--- config.mk ---
export PLATFORM = sky130hd
export DESIGN_NAME = control_tx
export DESIGN_NICKNAME = d
export VERILOG_FILES = /design/src/rtl/control_tx.sv
export SDC_FILE = /design/constraint.sdc
export NUM_CORES = 1
export LEC_CHECK = 0
export ABC_AREA = 1
export CAP_MARGIN = 40
export CORE_MARGIN = 4
export CORE_UTILIZATION = 45
export CTS_CLUSTER_DIAMETER = 200
export CTS_CLUSTER_SIZE = 14
export DETAILED_ROUTE_END_ITERATION = 10
export HOLD_SLACK_MARGIN = 0.06
export PLACE_DENSITY = 0.69
export SLEW_MARGIN = 20
export SYNTH_ARGS = -nofsm -noshare
export SYNTH_HDL_FRONTEND = slang
export SYNTH_SLANG_ARGS = --single-unit
--- constraint.sdc ---
create_clock -name clk_100M -period 12.2 [get_ports clk_100M]
set_clock_uncertainty 0.2 [all_clocks]
set_input_delay 2.44 -clock clk_100M [delete_from_list [all_inputs] [get_ports clk_100M]]
set_output_delay 2.44 -clock clk_100M [all_outputs]
set_load 0.01 [all_outputs]
--- src/rtl/control_tx.sv ---
// control_tx: byte-serial command transmitter for the scanner control link.
// Accepts one register-write command at a time, frames it as
//   0xA5, addr, N value bytes (MSB first), XOR checksum (addr ^ value bytes),
// and presents each byte on data/data_rdy until the sink strobes data_clk.
// Every byte is followed by one idle cycle with data_rdy low.
//
// Ports:
//   clk_100M    system clock, rising edge
//   rst         synchronous active-high reset
//   cmd_valid   command present            cmd_ready  block can accept
//   cmd_addr    register address (8)       cmd_value  write value (24, right-aligned)
//   cmd_done    pulse: frame fully sent    cmd_err    pulse: bad address or timeout
//   err_timeout sticky timeout flag        busy       frame in progress
//   data        byte to sink               data_rdy   data valid
//   data_clk    sink consume strobe
module control_tx #(
  parameter int TIMEOUT_CYCLES = 1_000_000
) (
  input  logic        clk_100M,
  input  logic        rst,
  input  logic        cmd_valid,
  output logic        cmd_ready,
  input  logic [7:0]  cmd_addr,
  input  logic [23:0] cmd_value,
  output logic        cmd_done,
  output logic        cmd_err,
  output logic        err_timeout,
  output logic        busy,
  output logic [7:0]  data,
  output logic        data_rdy,
  input  logic        data_clk
);

  localparam int CNT_W = (TIMEOUT_CYCLES > 2) ? $clog2(TIMEOUT_CYCLES) : 1;
  localparam logic [CNT_W-1:0] CNT_LAST = CNT_W'(TIMEOUT_CYCLES - 1);
  localparam logic [7:0] HEADER = 8'hA5;

  typedef enum logic [1:0] {IDLE, SEND, GAP} state_t;

  state_t            state;
  logic [7:0]        addr_q;
  logic [23:0]       value_q;
  logic [2:0]        idx;
  logic [CNT_W-1:0]  cnt;

  // Number of value bytes carried for an address; 0 marks an invalid address.
  function automatic logic [1:0] byte_count(input logic [7:0] a);
    case (a)
      8'h00, 8'h04, 8'h05: byte_count = 2'd1;
      8'h01, 8'h02:        byte_count = 2'd2;
      8'h03:               byte_count = 2'd3;
      default:             byte_count = 2'd0;
    endcase
  endfunction

  // Byte at position i of the frame for (a, v). Value bits above 8N are ignored.
  function automatic logic [7:0] frame_byte(input logic [2:0] i,
                                            input logic [7:0] a,
                                            input logic [23:0] v);
    int          n;
    logic [7:0]  chk;
    logic [23:0] sh;
    n   = int'(byte_count(a));
    chk = a ^ v[7:0];
    if (n >= 2) chk = chk ^ v[15:8];
    if (n >= 3) chk = chk ^ v[23:16];
    sh  = '0;
    if (i == 3'd0) begin
      frame_byte = HEADER;
    end else if (i == 3'd1) begin
      frame_byte = a;
    end else if (int'(i) < n + 2) begin
      // position 2 is the most significant of the N value bytes
      sh = v >> (8 * (n + 1 - int'(i)));
      frame_byte = sh[7:0];
    end else begin
      frame_byte = chk;
    end
  endfunction

  always_ff @(posedge clk_100M) begin
    if (rst) begin
      state       <= IDLE;
      cmd_ready   <= 1'b0;
      cmd_done    <= 1'b0;
      cmd_err     <= 1'b0;
      err_timeout <= 1'b0;
      busy        <= 1'b0;
      data        <= 8'h00;
      data_rdy    <= 1'b0;
      idx         <= '0;
      cnt         <= '0;
    end else begin
      cmd_done <= 1'b0;
      cmd_err  <= 1'b0;
      case (state)
        IDLE: begin
          cmd_ready <= 1'b1;
          busy      <= 1'b0;
          data_rdy  <= 1'b0;
          if (cmd_valid && cmd_ready) begin
            if (byte_count(cmd_addr) != 2'd0) begin
              addr_q      <= cmd_addr;
              value_q     <= cmd_value;
              err_timeout <= 1'b0;
              idx         <= '0;
              cnt         <= '0;
              data        <= HEADER;
              data_rdy    <= 1'b1;
              cmd_ready   <= 1'b0;
              busy        <= 1'b1;
              state       <= SEND;
            end else begin
              cmd_err <= 1'b1;
            end
          end
        end
        SEND: begin
          if (data_clk) begin
            data_rdy <= 1'b0;
            idx      <= idx + 3'd1;
            cnt      <= '0;
            state    <= GAP;
          end else if (cnt == CNT_LAST) begin
            // sink stalled too long: abandon the frame
            data_rdy    <= 1'b0;
            cmd_err     <= 1'b1;
            err_timeout <= 1'b1;
            cmd_ready   <= 1'b1;
            busy        <= 1'b0;
            cnt         <= '0;
            state       <= IDLE;
          end else begin
            cnt <= cnt + CNT_W'(1);
          end
        end
        GAP: begin
          cnt <= '0;
          if (int'(idx) < int'(byte_count(addr_q)) + 3) begin
            data     <= frame_byte(idx, addr_q, value_q);
            data_rdy <= 1'b1;
            state    <= SEND;
          end else begin
            cmd_done  <= 1'b1;
            cmd_ready <= 1'b1;
            busy      <= 1'b0;
            state     <= IDLE;
          end
        end
        default: state <= IDLE;
      endcase
    end
  end

endmodule

==> metrics.txt, run 1 <==
TritonCTS clock tree done; status completed; final hold vios 0; CTS Buf Count 9; layout cell share with drive strength beyond 1 6.868%; hold path depth 2; fmax 232.4 MHz; depth of the CTS H-tree 3; Worst Hold Launch data_rdy$_SDFFE_PP0P_; die width 103.6 um; final total power 0.5590 mW; Req. time, crit path 12.23 ns; ys flop type dfxtp_1; max_slew headroom 55.00%; clock slew at reported path FFs 0.07 ns; period utilization 35.27%; Syn. warnings 0; post-DR wirelength/cell 13.49 um; syn_nets 593; area fraction of the dominant cell type after synthesis 23.37%; Worst setup EP type flop; worst r2r dst data[2]$_SDFFE_PP0P_; switching pwr 0.1648 mW; largest net degree at the start of global routing 33; Gate power share 21.3%; area leader, netlist edfxtp_1; Post-DRT Antenna Nets 0; Area Growth Syn to Fin 19.08%; grt ovf 0; FP Rows 34; largest stage delay on the critical path 0.83 ns; Core Area 8806 um^2; crit path time final 4.303 ns; post-cts resize count 0; vias in the first global route 3462; pwr/cell area 114.2 nW/um^2; final core occ 55.60%; min-delay worst type reg2reg; commonest non-fill, non-tap cell in the layout nand2_1; CTS Buffer Depth 2; # Max-Cap Violations 0; first-pass GRT wire length 15910 um; I/O pin count 50; input/output buffers 49; Worst Reg-to-Reg Cells 15; hold_buf cts 0; Least-Margin Pin Slew 0.6726 ns; number of synthesized register bits 71; Seq pwr share 46.6%; Setup Total Neg Slack 0 ns; worst ir drop on vdd 0.06264 mV; sw frac 29.48%; Clock power frac 32.2%; Final Max Slew Viols 0; Post-Route WL 9510 um; Synth Instances 538; mapped cell area 4111 um^2; Clock Latency Late Sink 0.34 ns; Remaining DRCs 0; DR pass1 iterations 5; CP max-delay cell clkdlybuf4s50_1; Synth async-reset ratio 0%; Internal 0.3942 mW; Antenna Cells 0; CP Data Arrival Time 4.33 ns; Mean Syn Cell Area 7.642 um^2; commonest cells after routing, fill and taps aside nand2_1, inv_1, nor2_1, clkdlybuf4s50_1, a21oi_1; Startpoint Class primary input; Fin Hold WS 0.2662 ns; Post-synth EDFFs 32; Via Count 3686; unrepaired setup endpoints after global routing false; gpl congestion 0.8879; leakage power 1.969 nW; Initial DRC Count 220; reg-to-reg slack, setup 8.26 ns; GR Util All Layers 17.97%; Final setup viols 0; Clock Root Buffer clkbuf_8; Distinct cells, synth 45; Avg Vias per Cell 5.228; Die ar. 10730 um^2; FF-to-FF Start addr_q[7]$_DFFE_PP_; sequential share of the synthesized area 42.36%; antenna violations before repair 0; Final #Nets 647; critical path class in2reg; DPL Wire Length 7296 um; die height 103.6 um; ranking of synthesized cells by area edfxtp_1, dfxtp_1, nand2_1; CTS Sinks 71; Hold EP data_rdy$_SDFFE_PP0P_; Worst Path Max Fanout 14; critical-path cell list clkdlybuf4s50_1 > clkinv_1 > nand2_2 > inv_2 > nand2_1 > a21oi_1; Initial Util 46.69%; postcts setup bufs 0
logic make-up after synthesis:
kind of cell | Yosys count | share of synthesized area, %
adder cells (fa/ha/maj) | 19 | 5.965
flip-flops | 71 | 42.36
XOR/XNOR | 5 | 1.065
AND/OR/NAND/NOR | 281 | 31.19
AO/OA/AOI/OAI | 81 | 11.47
buffers and inverters | 81 | 7.943
flip-flops by register name, summed over array words and instances, names as in the netlist:
signal	flops
data_rdy	1
cmd_err	1
cmd_ready	1
err_timeout	1
addr_q	8
state	2
cmd_done	1
busy	1
cnt	20
idx	3
data	8
value_q	24
final cells by class:
class	count	area, um^2
Tap cell	108	135.1
Multi-Input combinational cell	386	2048
Clock buffer	9	123.9
Clock inverter	7	63.81
Inverter	74	285.3
Sequential cell	71	1742
Fill cell	827	3910
Timing Repair Buffer	50	498.0
critical path, delay by kind of cell:
| family | cells | cell delay (ns) |
|---|---|---|
| AO/OA/AOI/OAI | 1 | 0.04 |
| buffers and inverters | 3 | 1.36 |
| AND/OR/NAND/NOR | 2 | 0.48 |
stage by stage:
step	setup slack (ns)	std cells	instance area, um^2
2_1_floorplan	6.289	538	4111
3_3_place_gp	7.627	689	4708
3_5_place_dp	7.543	689	4708
4_1_cts	7.907	705	4896
5_1_grt	7.742	705	4896
6_report	7.897	705	4896
power groups by stage:
stage | Sequential [mW] | Combinational [mW] | Clock, mW
2_1_floorplan | 0.266 | 0.0775 | 0
3_3_place_gp | 0.265 | 0.115 | 0
3_5_place_dp | 0.266 | 0.117 | 0
4_1_cts | 0.260 | 0.118 | 0.184
5_1_grt | 0.261 | 0.134 | 0.194
6_report | 0.260 | 0.119 | 0.180
how the worst max path moves through the flow:
| stage | to | slack (ns) | from | depth (start not counted) |
|---|---|---|---|---|
| 5_1_grt | cnt[17]$_SDFFE_PP0P_ | 7.74 | rst | 6 |
| 3_3_place_gp | cnt[17]$_SDFFE_PP0P_ | 7.63 | rst | 6 |
| 3_5_place_dp | cnt[13]$_SDFFE_PP0P_ | 7.54 | rst | 6 |
| 4_1_cts | cnt[17]$_SDFFE_PP0P_ | 7.91 | rst | 6 |
| 2_1_floorplan | addr_q[0]$_DFFE_PP_ | 6.29 | cmd_addr[4] | 5 |
| 6_report | cnt[12]$_SDFFE_PP0P_ | 7.90 | rst | 6 |
synthesized netlist by cell type (3+ instances only):
master and number:
nand2_1 157, inv_1 70, nor2_1 49, a21oi_1 46, dfxtp_1 39, nand3_1 35, edfxtp_1 32, ha_1 18
o21ai_0 11, o211ai_1 7, nor3_1 6, nand4_1 5, nor3b_1 5, o21ai_1 5, nor4_1 4, o2111ai_1 4
buf_2 3, nand3_2 3, nor2_4 3, xnor2_1 3
per-layer routing:
metal  up-vias  global-route usage, %  share of wire, %
met5         -                      0                 0
met4         0                  6.553              0.97
met3        11                  3.109               5.3
met2       102                  28.50                46
met1      1699                  24.71                48
li1       1874                      -                 -
No activity file was read; power rests on OpenSTA's default activity.
==> inputs of run 2 (changes only) <==
PLACE_DENSITY = 0.71   (was 0.69)
clock period = 3.8 ns   (was 12.2 ns; I/O delays follow)
==> run 2 against run 1 <==
  * Core utilization grew 0.23 points
  * Cell count increased by 0.71%
  * Register-to-register slack got worse by 7.9 ns
  * Sequential share of layout area down 0.14 points
  * Flip-flop and latch count unchanged
  * Power rose to 3.1 times the previous value
  * Via count up 3.0%
  * Routed wire length up 8.7%
  * Critical path depth is 7 higher
  * Cell area is 0.41% higher
  * Critical endpoint is now data[0]$_SDFFE_PP0P_
  * Largest cell class unchanged
  * Largest power group unchanged
==> metrics.txt, run 2 (synthesized netlist as in run 1, its figures left out) <==
antenna violations before repair 0; leakage power 1.978 nW; Gate power share 22.5%; # Max-Cap Violations 0; FF/Latch Area 1742 um^2; first-pass GRT wire length 17490 um; Core Area 8806 um^2; die width 103.6 um; die height 103.6 um; Final setup viols 0; postcts setup bufs 0; crit path time final 3.407 ns; CTS Sinks 71; Clock power frac 30.1%; unrepaired setup endpoints after global routing false; post-cts resize count 0; status completed; CP max-delay cell edfxtp_1; Avg Vias per Cell 5.349; I/O pin count 50; CTS Buf Count 9; GR Util All Layers 19.87%; Remaining DRCs 0; gpl congestion 0.9544; Internal 1.204 mW; post-DR wirelength/cell 14.56 um; Area Growth Syn to Fin 19.57%; Setup Total Neg Slack 0 ns; Final #Nets 652; Least-Margin Pin Slew 0.6018 ns; Req. time, crit path 3.88 ns; biggest regs value_q: 24 flops, cnt: 20 flops; grt ovf 0; Seq pwr share 47.4%; Initial DRC Count 268; vias in the first global route 3726; input/output buffers 49; Startpoint Class flop; DR pass1 iterations 5; period utilization 89.66%; DPL Wire Length 7807 um; depth of the CTS H-tree 3; FP Rows 34; FILL cells 818; Initial Util 46.69%; clock slew at reported path FFs 0.08 ns; sw frac 31.58%; Final Max Slew Viols 0; layout cell share with drive strength beyond 1 7.475%; Antenna Cells 0; CTS Buffer Depth 2; multi-input logic area 2054 um^2; critical-path cell list nor4_1 > o2111a_1 > or2_2 > ha_1 > ha_1 > fa_1 > nor2_1 > inv_1 > nor2_1 > o2111ai_1 > o21ai_1 > nand2_1 > a21oi_1; register name with the most flops value_q; final hold vios 0; max_slew headroom 59.74%; largest stage delay on the critical path 0.46 ns; Post-Route WL 10340 um; fmax 293.5 MHz; Worst setup EP type flop; switching pwr 0.5558 mW; commonest non-fill, non-tap cell in the layout nand2_1; Die ar. 10730 um^2; Post-DRT Antenna Nets 0; pwr/cell area 358.0 nW/um^2; largest net degree at the start of global routing 33; TritonCTS clock tree done; hold_buf cts 0; worst ir drop on vdd 0.1693 mV; min-delay worst type reg2reg; CP Data Arrival Time 3.49 ns; Clock Latency Late Sink 0.36 ns; Via Count 3798; Clock Root Buffer clkbuf_8; max reg flops 24; Worst Path Max Fanout 5; commonest cells after routing, fill and taps aside nand2_1, inv_1, nor2_1, clkdlybuf4s50_1, a21oi_1; critical path class reg2reg; final total power 1.760 mW
-- run 2: worst max-delay path: cells and delay by family (launching register included) --
kind,cells,cell delay (ns)
simple gates,5,1.12
fa+ha+maj,3,0.74
compound gates,4,0.61
flops,1,0.46
buf+inv,1,0.19
-- run 2: layer usage --
metal	GRT usage, %	routed length, um	vias up
li1	-	-	1888
met1	26.03	4754	1757
met2	31.82	4709	134
met3	6.343	715	19
met4	5.413	158	0
met5	0	0	-
-- run 2: area by class of cell --
cell class / count / area share [%]
clock buffer: 9 / 2.520
inverter: 74 / 5.803
sequential: 71 / 35.43
multi-input combinational: 386 / 41.79
timing repair buffer: 55 / 10.89
clock inverter: 7 / 0.8145
tap: 108 / 2.749
-- run 2: final timing paths --
| check | startpoint | endpoint | slack [ns] | cells past startpoint |
|---|---|---|---|---|
| setup / recovery | addr_q[5]$_DFFE_PP_ | data[0]$_SDFFE_PP0P_ | 0.39 | 13 |
| setup reg to reg | addr_q[5]$_DFFE_PP_ | data[0]$_SDFFE_PP0P_ | 0.39 | 13 |
| hold reg to reg | data[1]$_SDFFE_PP0P_ | data[1]$_SDFFE_PP0P_ | 0.27 | 2 |
| hold / removal | data[1]$_SDFFE_PP0P_ | data[1]$_SDFFE_PP0P_ | 0.27 | 2 |
-- run 2: power by group through the flow --
stage / Combinational [mW] / Clock, mW / Sequential, mW
6_report: 0.395 / 0.530 / 0.835
5_1_grt: 0.441 / 0.571 / 0.838
4_1_cts: 0.392 / 0.538 / 0.835
3_5_place_dp: 0.389 / 0 / 0.852
3_3_place_gp: 0.375 / 0 / 0.852
2_1_floorplan: 0.249 / 0 / 0.853
-- run 2: per-stage QoR --
step,worst slack [ns],hold WS [ns],area (um^2),utilization [%],cells
2_1_floorplan,0.7047,0.2477,4116,-,538
3_3_place_gp,0.3770,0.2518,4745,53.88,693
3_5_place_dp,0.4834,0.2608,4752,53.96,694
4_1_cts,0.4457,0.2718,4916,55.83,710
5_1_grt,0.1352,0.2941,4916,55.83,710
6_report,0.3930,0.2729,4916,55.83,710
